===== src/rtl/instr_fetch_if.sv =====
// rtl/instr_fetch_if.sv - bundled fetch-address, imem and decode handshakes for instr_fetch
// Optional macro: FETCH_MISALIGN_CHECK_EN adds if_misalign.
// Signals:
//   pc_valid/pc_in/pc_ready             : fetch address from the program counter
//   imem_req/imem_addr/imem_gnt         : instruction-memory request channel
//   imem_rvalid/imem_rdata              : in-order instruction-memory response channel
//   if_valid/if_pc/if_instr/if_ready    : fetched instruction towards decode
//   flush                               : discard everything fetched or in flight
// Modports: master = fetch unit, slave = surrounding core / memory.
interface instr_fetch_if;
  logic        pc_valid;
  logic [31:0] pc_in;
  logic        pc_ready;
  logic        imem_req;
  logic [31:0] imem_addr;
  logic        imem_gnt;
  logic        imem_rvalid;
  logic [31:0] imem_rdata;
  logic        if_valid;
  logic [31:0] if_pc;
  logic [31:0] if_instr;
  logic        if_ready;
  logic        flush;
`ifdef FETCH_MISALIGN_CHECK_EN
  logic        if_misalign;

  modport master (
    input  pc_valid, pc_in, imem_gnt, imem_rvalid, imem_rdata, if_ready, flush,
    output pc_ready, imem_req, imem_addr, if_valid, if_pc, if_instr, if_misalign
  );

  modport slave (
    output pc_valid, pc_in, imem_gnt, imem_rvalid, imem_rdata, if_ready, flush,
    input  pc_ready, imem_req, imem_addr, if_valid, if_pc, if_instr, if_misalign
  );
`else
  modport master (
    input  pc_valid, pc_in, imem_gnt, imem_rvalid, imem_rdata, if_ready, flush,
    output pc_ready, imem_req, imem_addr, if_valid, if_pc, if_instr
  );

  modport slave (
    output pc_valid, pc_in, imem_gnt, imem_rvalid, imem_rdata, if_ready, flush,
    input  pc_ready, imem_req, imem_addr, if_valid, if_pc, if_instr
  );
`endif
endinterface


===== src/rtl/instr_fetch.sv =====
// rtl/instr_fetch.sv - instruction fetch unit with bounded outstanding requests and output FIFO
// Optional macro: FETCH_MISALIGN_CHECK_EN (misaligned PCs become NOP entries flagged if_misalign).
// Ports:
//   clk   : clock, all state on the rising edge
//   rst_n : asynchronous active-low reset
//   bus   : instr_fetch_if.master (pc handshake, imem request/response, decode handshake, flush)
// Parameter FIFO_DEPTH: fetch slots (outstanding + buffered), power of 2, >= 2.
module instr_fetch #(
  parameter int FIFO_DEPTH = 2
) (
  input logic           clk,
  input logic           rst_n,
  instr_fetch_if.master bus
);
  localparam int AW = $clog2(FIFO_DEPTH);
  localparam int CW = AW + 1;
  localparam logic [CW-1:0] DEPTH_C = CW'(FIFO_DEPTH);
  localparam logic [CW-1:0] ONE_C   = CW'(1);
  localparam logic [AW-1:0] ONE_A   = AW'(1);

  typedef enum logic {RUN = 1'b0, DRAIN = 1'b1} state_t;

  state_t        state_q, state_d;
  logic [CW-1:0] drop_q, drop_d;
  logic [CW-1:0] outstanding_q;
  logic [CW-1:0] fifo_cnt_q;
  logic [CW-1:0] occ;
  logic [CW-1:0] inflight;
  logic [AW-1:0] pcq_wr_q, pcq_rd_q;
  logic [AW-1:0] fifo_wr_q, fifo_rd_q;
  logic [31:0]   pcq_mem        [FIFO_DEPTH];
  logic [31:0]   fifo_pc_mem    [FIFO_DEPTH];
  logic [31:0]   fifo_instr_mem [FIFO_DEPTH];

  logic        credit;
  logic        run_ok;
  logic        accept;
  logic        rsp_hit;
  logic        rsp_any;
  logic        fifo_push;
  logic        fifo_pop;
  logic [31:0] push_pc;
  logic [31:0] push_instr;

  assign occ      = outstanding_q + fifo_cnt_q;
  assign inflight = outstanding_q + drop_q;
  assign credit   = occ < DEPTH_C;
  // rst_n gating keeps the request side quiet while reset is held.
  assign run_ok   = rst_n && (state_q == RUN) && !bus.flush;

  assign bus.imem_addr = {bus.pc_in[31:2], 2'b00};

`ifdef FETCH_MISALIGN_CHECK_EN
  localparam logic [31:0] NOP_INSTR = 32'h0000_0013;
  logic misaligned;
  logic trap_ready;
  logic trap_accept;
  logic fifo_mis_mem [FIFO_DEPTH];

  assign misaligned = bus.pc_in[1:0] != 2'b00;
  assign bus.imem_req = bus.pc_valid && credit && run_ok && !misaligned;
  // A trap entry bypasses memory, so it may only enter once every earlier
  // request has returned; otherwise it would overtake them in the FIFO.
  assign trap_ready  = credit && run_ok && (outstanding_q == '0);
  assign trap_accept = bus.pc_valid && misaligned && trap_ready;
  assign bus.pc_ready = misaligned ? trap_ready : (bus.imem_req && bus.imem_gnt);
  assign bus.if_misalign = bus.if_valid && fifo_mis_mem[fifo_rd_q];
`else
  assign bus.imem_req = bus.pc_valid && credit && run_ok;
  assign bus.pc_ready = bus.imem_req && bus.imem_gnt;
`endif

  assign accept = bus.imem_req && bus.imem_gnt;

  // Response with nothing outstanding is a protocol error and is ignored.
  assign rsp_any = bus.imem_rvalid && (inflight != '0);
  assign rsp_hit = bus.imem_rvalid && (state_q == RUN) && (outstanding_q != '0) && !bus.flush;

`ifdef FETCH_MISALIGN_CHECK_EN
  // rsp_hit needs outstanding != 0 and trap_accept needs it == 0: never both.
  assign fifo_push  = rsp_hit || trap_accept;
  assign push_pc    = rsp_hit ? pcq_mem[pcq_rd_q] : bus.pc_in;
  assign push_instr = rsp_hit ? bus.imem_rdata : NOP_INSTR;
`else
  assign fifo_push  = rsp_hit;
  assign push_pc    = pcq_mem[pcq_rd_q];
  assign push_instr = bus.imem_rdata;
`endif

  assign bus.if_valid = fifo_cnt_q != '0;
  assign bus.if_pc    = fifo_pc_mem[fifo_rd_q];
  assign bus.if_instr = fifo_instr_mem[fifo_rd_q];
  // Decode still sees the old head during a flush, but that handshake is void.
  assign fifo_pop     = bus.if_valid && bus.if_ready && !bus.flush;

  // Drain FSM: counts responses owed by memory for requests killed by a flush.
  always_comb begin
    state_d = state_q;
    drop_d  = drop_q;
    if (bus.flush) begin
      // Everything still owed (live or already being dropped) minus a
      // response that lands in this very cycle.
      drop_d  = inflight - CW'(rsp_any);
      state_d = (drop_d != '0) ? DRAIN : RUN;
    end else if ((state_q == DRAIN) && bus.imem_rvalid) begin
      drop_d = drop_q - ONE_C;
      if (drop_q == ONE_C) begin
        state_d = RUN;
      end
    end
  end

  always_ff @(posedge clk or negedge rst_n) begin
    if (!rst_n) begin
      state_q <= RUN;
      drop_q  <= '0;
    end else begin
      state_q <= state_d;
      drop_q  <= drop_d;
    end
  end

  // Outstanding requests and their PCs, returned in order.
  always_ff @(posedge clk or negedge rst_n) begin
    if (!rst_n) begin
      outstanding_q <= '0;
      pcq_wr_q      <= '0;
      pcq_rd_q      <= '0;
    end else if (bus.flush) begin
      outstanding_q <= '0;
      pcq_wr_q      <= '0;
      pcq_rd_q      <= '0;
    end else begin
      if (accept) begin
        pcq_wr_q <= pcq_wr_q + ONE_A;
      end
      if (rsp_hit) begin
        pcq_rd_q <= pcq_rd_q + ONE_A;
      end
      if (accept && !rsp_hit) begin
        outstanding_q <= outstanding_q + ONE_C;
      end else if (!accept && rsp_hit) begin
        outstanding_q <= outstanding_q - ONE_C;
      end
    end
  end

  // Output FIFO pointers and fill level.
  always_ff @(posedge clk or negedge rst_n) begin
    if (!rst_n) begin
      fifo_cnt_q <= '0;
      fifo_wr_q  <= '0;
      fifo_rd_q  <= '0;
    end else if (bus.flush) begin
      fifo_cnt_q <= '0;
      fifo_wr_q  <= '0;
      fifo_rd_q  <= '0;
    end else begin
      if (fifo_push) begin
        fifo_wr_q <= fifo_wr_q + ONE_A;
      end
      if (fifo_pop) begin
        fifo_rd_q <= fifo_rd_q + ONE_A;
      end
      if (fifo_push && !fifo_pop) begin
        fifo_cnt_q <= fifo_cnt_q + ONE_C;
      end else if (!fifo_push && fifo_pop) begin
        fifo_cnt_q <= fifo_cnt_q - ONE_C;
      end
    end
  end

  // Storage arrays carry no reset; validity comes from the pointers and counts.
  always_ff @(posedge clk) begin
    if (accept) begin
      pcq_mem[pcq_wr_q] <= bus.pc_in;
    end
    if (fifo_push) begin
      fifo_pc_mem[fifo_wr_q]    <= push_pc;
      fifo_instr_mem[fifo_wr_q] <= push_instr;
`ifdef FETCH_MISALIGN_CHECK_EN
      fifo_mis_mem[fifo_wr_q]   <= !rsp_hit;
`endif
    end
  end
endmodule


===== src/flat_wrapper.sv =====
// flat-port wrapper written by rule: the top's interface ports become plain ports
module instr_fetch_flat 
#(
  parameter int FIFO_DEPTH = 2
)
  (clk, rst_n, bus_pc_valid, bus_pc_in, bus_imem_gnt, bus_imem_rvalid, bus_imem_rdata, bus_if_ready, bus_flush, bus_pc_ready, bus_imem_req, bus_imem_addr, bus_if_valid, bus_if_pc, bus_if_instr);
  instr_fetch_if bus_i ();
  input logic clk;
  input logic rst_n;
  input wire logic [$bits(bus_i.pc_valid)-1:0] bus_pc_valid;
  input wire logic [$bits(bus_i.pc_in)-1:0] bus_pc_in;
  input wire logic [$bits(bus_i.imem_gnt)-1:0] bus_imem_gnt;
  input wire logic [$bits(bus_i.imem_rvalid)-1:0] bus_imem_rvalid;
  input wire logic [$bits(bus_i.imem_rdata)-1:0] bus_imem_rdata;
  input wire logic [$bits(bus_i.if_ready)-1:0] bus_if_ready;
  input wire logic [$bits(bus_i.flush)-1:0] bus_flush;
  output wire logic [$bits(bus_i.pc_ready)-1:0] bus_pc_ready;
  output wire logic [$bits(bus_i.imem_req)-1:0] bus_imem_req;
  output wire logic [$bits(bus_i.imem_addr)-1:0] bus_imem_addr;
  output wire logic [$bits(bus_i.if_valid)-1:0] bus_if_valid;
  output wire logic [$bits(bus_i.if_pc)-1:0] bus_if_pc;
  output wire logic [$bits(bus_i.if_instr)-1:0] bus_if_instr;
  assign bus_i.pc_valid = bus_pc_valid;
  assign bus_i.pc_in = bus_pc_in;
  assign bus_i.imem_gnt = bus_imem_gnt;
  assign bus_i.imem_rvalid = bus_imem_rvalid;
  assign bus_i.imem_rdata = bus_imem_rdata;
  assign bus_i.if_ready = bus_if_ready;
  assign bus_i.flush = bus_flush;
  assign bus_pc_ready = bus_i.pc_ready;
  assign bus_imem_req = bus_i.imem_req;
  assign bus_imem_addr = bus_i.imem_addr;
  assign bus_if_valid = bus_i.if_valid;
  assign bus_if_pc = bus_i.if_pc;
  assign bus_if_instr = bus_i.if_instr;
  instr_fetch #(.FIFO_DEPTH(FIFO_DEPTH)) u_core (.clk(clk), .rst_n(rst_n), .bus(bus_i));
endmodule

===== config.mk =====
export PLATFORM = sky130hd
export DESIGN_NAME = instr_fetch_flat
export DESIGN_NICKNAME = d
export VERILOG_FILES = /design/src/rtl/instr_fetch_if.sv /design/src/rtl/instr_fetch.sv /design/src/flat_wrapper.sv
export SDC_FILE = /design/constraint.sdc
export NUM_CORES = 1
export LEC_CHECK = 0
export BUFFER_PORTS_ARGS = -buffer_cell sky130_fd_sc_hd__buf_2
export CAP_MARGIN = 40
export CORE_AREA = 2 2 148 106
export CTS_BUF_LIST = sky130_fd_sc_hd__clkbuf_4 sky130_fd_sc_hd__clkbuf_8 sky130_fd_sc_hd__clkbuf_16
export DETAILED_ROUTE_END_ITERATION = 7
export DIE_AREA = 0 0 150 108
export PLACE_DENSITY = 0.78
export SLEW_MARGIN = 20
export SYNTH_ARGS = -nofsm -noshare
export SYNTH_HDL_FRONTEND = slang
export SYNTH_SLANG_ARGS = --single-unit

===== constraint.sdc =====
create_clock -name clk -period 8.6 [get_ports clk]
set_clock_uncertainty 0.05 [all_clocks]
set_input_delay 0.43 -clock clk [delete_from_list [all_inputs] [get_ports clk]]
set_output_delay 0.43 -clock clk [all_outputs]
set_load 0.01 [all_outputs]

==> results.ini <==
[global_route]
grt_pass1_wl_mm=20.5
grt_use_total_pct=16.7
grt_remaining_overflow=0
grt_pass1_vias=4026
grt_max_degree=37
antenna_found_initial=0

[power]
switching_share_pct=19.2
power.leakage_nw=3.46
clkPwrFrac_pct=41.3
seq_power_share_pct=52.8
pwr-share-comb_pct=5.9
power_switching_mw=0.403
ir_drop_mv=0.143
p_int_mw=1.69
power-per-cell-area_nw_per_um2=223

[sta]
min_period_ns=2.89
finalCritPeriodShare_pct=33.6
fmax_ghz=0.346
worst_pin_slew_ns=0.743
max_slew_margin_pct=50.5
finalSetupViolCount=0
maxSlewViolCount=0
rsz0062_at_grt=no
finalHoldViolCount=0
tns_ns=0

[clocking]
cts_buffer_depth=3
cts_inserted_buffers=20
cts_setup_buffers=0
cts-resized-gates=0
cts_tree=built
clk_pin_slew_worst_paths_ns=0.06
clk_latency_ns=0.48
clock_sinks=203
cts_root_buf=clkbuf_16
htree_levels=1
ctsHoldBuffers=1

[die]
die_w_um=150
core_um2=14600
die_area_um2=16200
ioPinCount=170
row_count=37
die_height_um=108
start_util_pct=53.7

[drt]
vias_per_cell=5.14
routed_wirelength_mm=13.8
drt_first_pass_iters=4
vias=3939
wl_per_cell_um=18.0
ant_nets=0
drc=0
drt_iter0_drc=192

[place]
place_inst=732
dp_hpwl_mm=8.70
globalplace.congestion=0.781
port_buffers=167

[yosys]
synth.distinct_cells=33
syn_area_per_cell_um2=19.3
netlist_area_um2=7860
synth_seq_area_share_pct=76.9
synth_edf_count=192
synth_seq_cells=203
yosys_warnings=0
syn_inst=408
async_flop_share_pct=5.42
ys.flop_type=edfxtp_1

[finish]
final_util_pct=64.2
diodes=0
layout_commonest_cell=edfxtp_1
syn_to_final_growth_pct=19.5
final_cell_count_no_fill=766
drive_above_1_share_pct=53.9
nets=635
layout_common_cells=edfxtp_1, buf_2, mux2_2, clkbuf_16, dfrtp_1

[setup_path]
crit_fanout=36
worstReg2RegStart=u_core.state_q
start_kind=flip-flop
crit_path_end_kind=primary output
r2r_end=u_core.fifo_instr_mem[1][3]
cp_slowest_cell=dfrtp_2
path_class=flip-flop to primary output
crit_required_ns=8.12
critPathMaxStageDelay_ns=0.84
cpLargestDelayFamily=flip-flops
reg2reg_slack_ns=6.35
crit_arrival_ns=2.41
crit_chain=buf_4, mux2_2, buf_2
crit_buf_inv=2
r2r_cells=4

[min_path]
min_path_type=primary input to flip-flop
hold_path_startpoint=bus_imem_rdata[10]
holdPathEnd=u_core.fifo_instr_mem[0][10]
whs_path_depth=1

[run_status]
status=completed

[job]
drv_cap=0

[metrics by stage]
step | cell area, um2 | setup slack [ns] | hold WS (ns) | power (mW)
global placement | 8700 | 5.97 | 0.249 | 1.24
floorplan | 7860 | 2.18 | 0.0844 | 1.20
global route | 9400 | 5.57 | 0.0659 | 2.16
finish | 9400 | 5.71 | 0.0906 | 2.10
detailed placement | 8700 | 5.86 | 0.260 | 1.25
CTS | 9370 | 5.62 | 0.0680 | 2.11
[synth_stat cells (all sizes together), types with 2 or more instances]
cell type / instances / share of area (%)
a21boi: 2 / 0.19
a21oi: 4 / 0.25
buf: 40 / 3.6
clkbuf: 6 / 0.29
dfrtp: 11 / 3.5
edfxtp: 192 / 73
ha: 3 / 0.48
inv: 4 / 0.19
mux2: 97 / 14
mux2i: 2 / 0.25
nand2: 6 / 0.29
nor2: 7 / 0.33
nor3: 3 / 0.19
nor4bb: 2 / 0.25
o21ai: 6 / 0.38
or2: 3 / 0.27
xnor2: 4 / 0.45
xor2: 5 / 0.56
[how the worst max path moves through the flow]
stage / from / endpoint / slack, ns / cells after the start
2_1_floorplan: u_core.state_q / u_core.fifo_instr_mem[1][0] / 2.18 / 4
3_3_place_gp: rst_n / u_core.pcq_mem[1][16] / 5.97 / 6
3_5_place_dp: rst_n / u_core.pcq_mem[1][16] / 5.86 / 6
4_1_cts: u_core.fifo_rd_q / bus_if_instr[31] / 5.62 / 3
5_1_grt: u_core.fifo_rd_q / bus_if_instr[7] / 5.57 / 3
6_report: u_core.fifo_rd_q / bus_if_instr[3] / 5.71 / 3
[power groups by stage]
stage	sequential [mW]	combinational (mW)	clock [mW]
floorplan	1.12	0.0827	0
global placement	1.12	0.113	0
detailed placement	1.13	0.122	0
CTS	1.11	0.124	0.884
global route	1.11	0.138	0.919
finish	1.11	0.124	0.865
[cell families after synthesis]
| logic type | Yosys count | share of synthesized area [%] |
|---|---|---|
| muxes | 99 | 14.2 |
| adders and majority gates | 3 | 0.478 |
| DFF | 203 | 76.9 |
| xor gates and xnor gates | 10 | 1.29 |
| other | 1 | 0.0477 |
| buffers and inverters | 50 | 4.12 |
| and+or+nand+nor | 27 | 1.85 |
| AOI/OAI and AO/OA | 15 | 1.16 |
[cell type report]
class                           count  area (um2)
Inverter                            4        15.0
Clock buffer                       24         548
Clock inverter                      8         110
Tap cell                          195         244
Fill cell                        1019        5230
Timing Repair Buffer              176         926
Sequential cell                   203        6040
Multi-Input combinational cell    156        1510
[sequential cells by signal, indices dropped and copies added (netlist names), 2 cells and up]
| signal | cells |
|---|---|
| u_core.drop_q | 2 |
| u_core.fifo_cnt_q | 2 |
| u_core.fifo_instr_mem | 64 |
| u_core.fifo_pc_mem | 64 |
| u_core.outstanding_q | 2 |
| u_core.pcq_mem | 64 |
[layer usage]
layer  up-vias  GRT usage [%]  share of wire [%]
met3        24           3.97                8.0
met1      1923           21.2                 42
met2       171           28.8                 48
met5         -              0                  0
met4         0           4.92                2.0
li1       1821              -                  -
(Power assumes the default switching activity.)
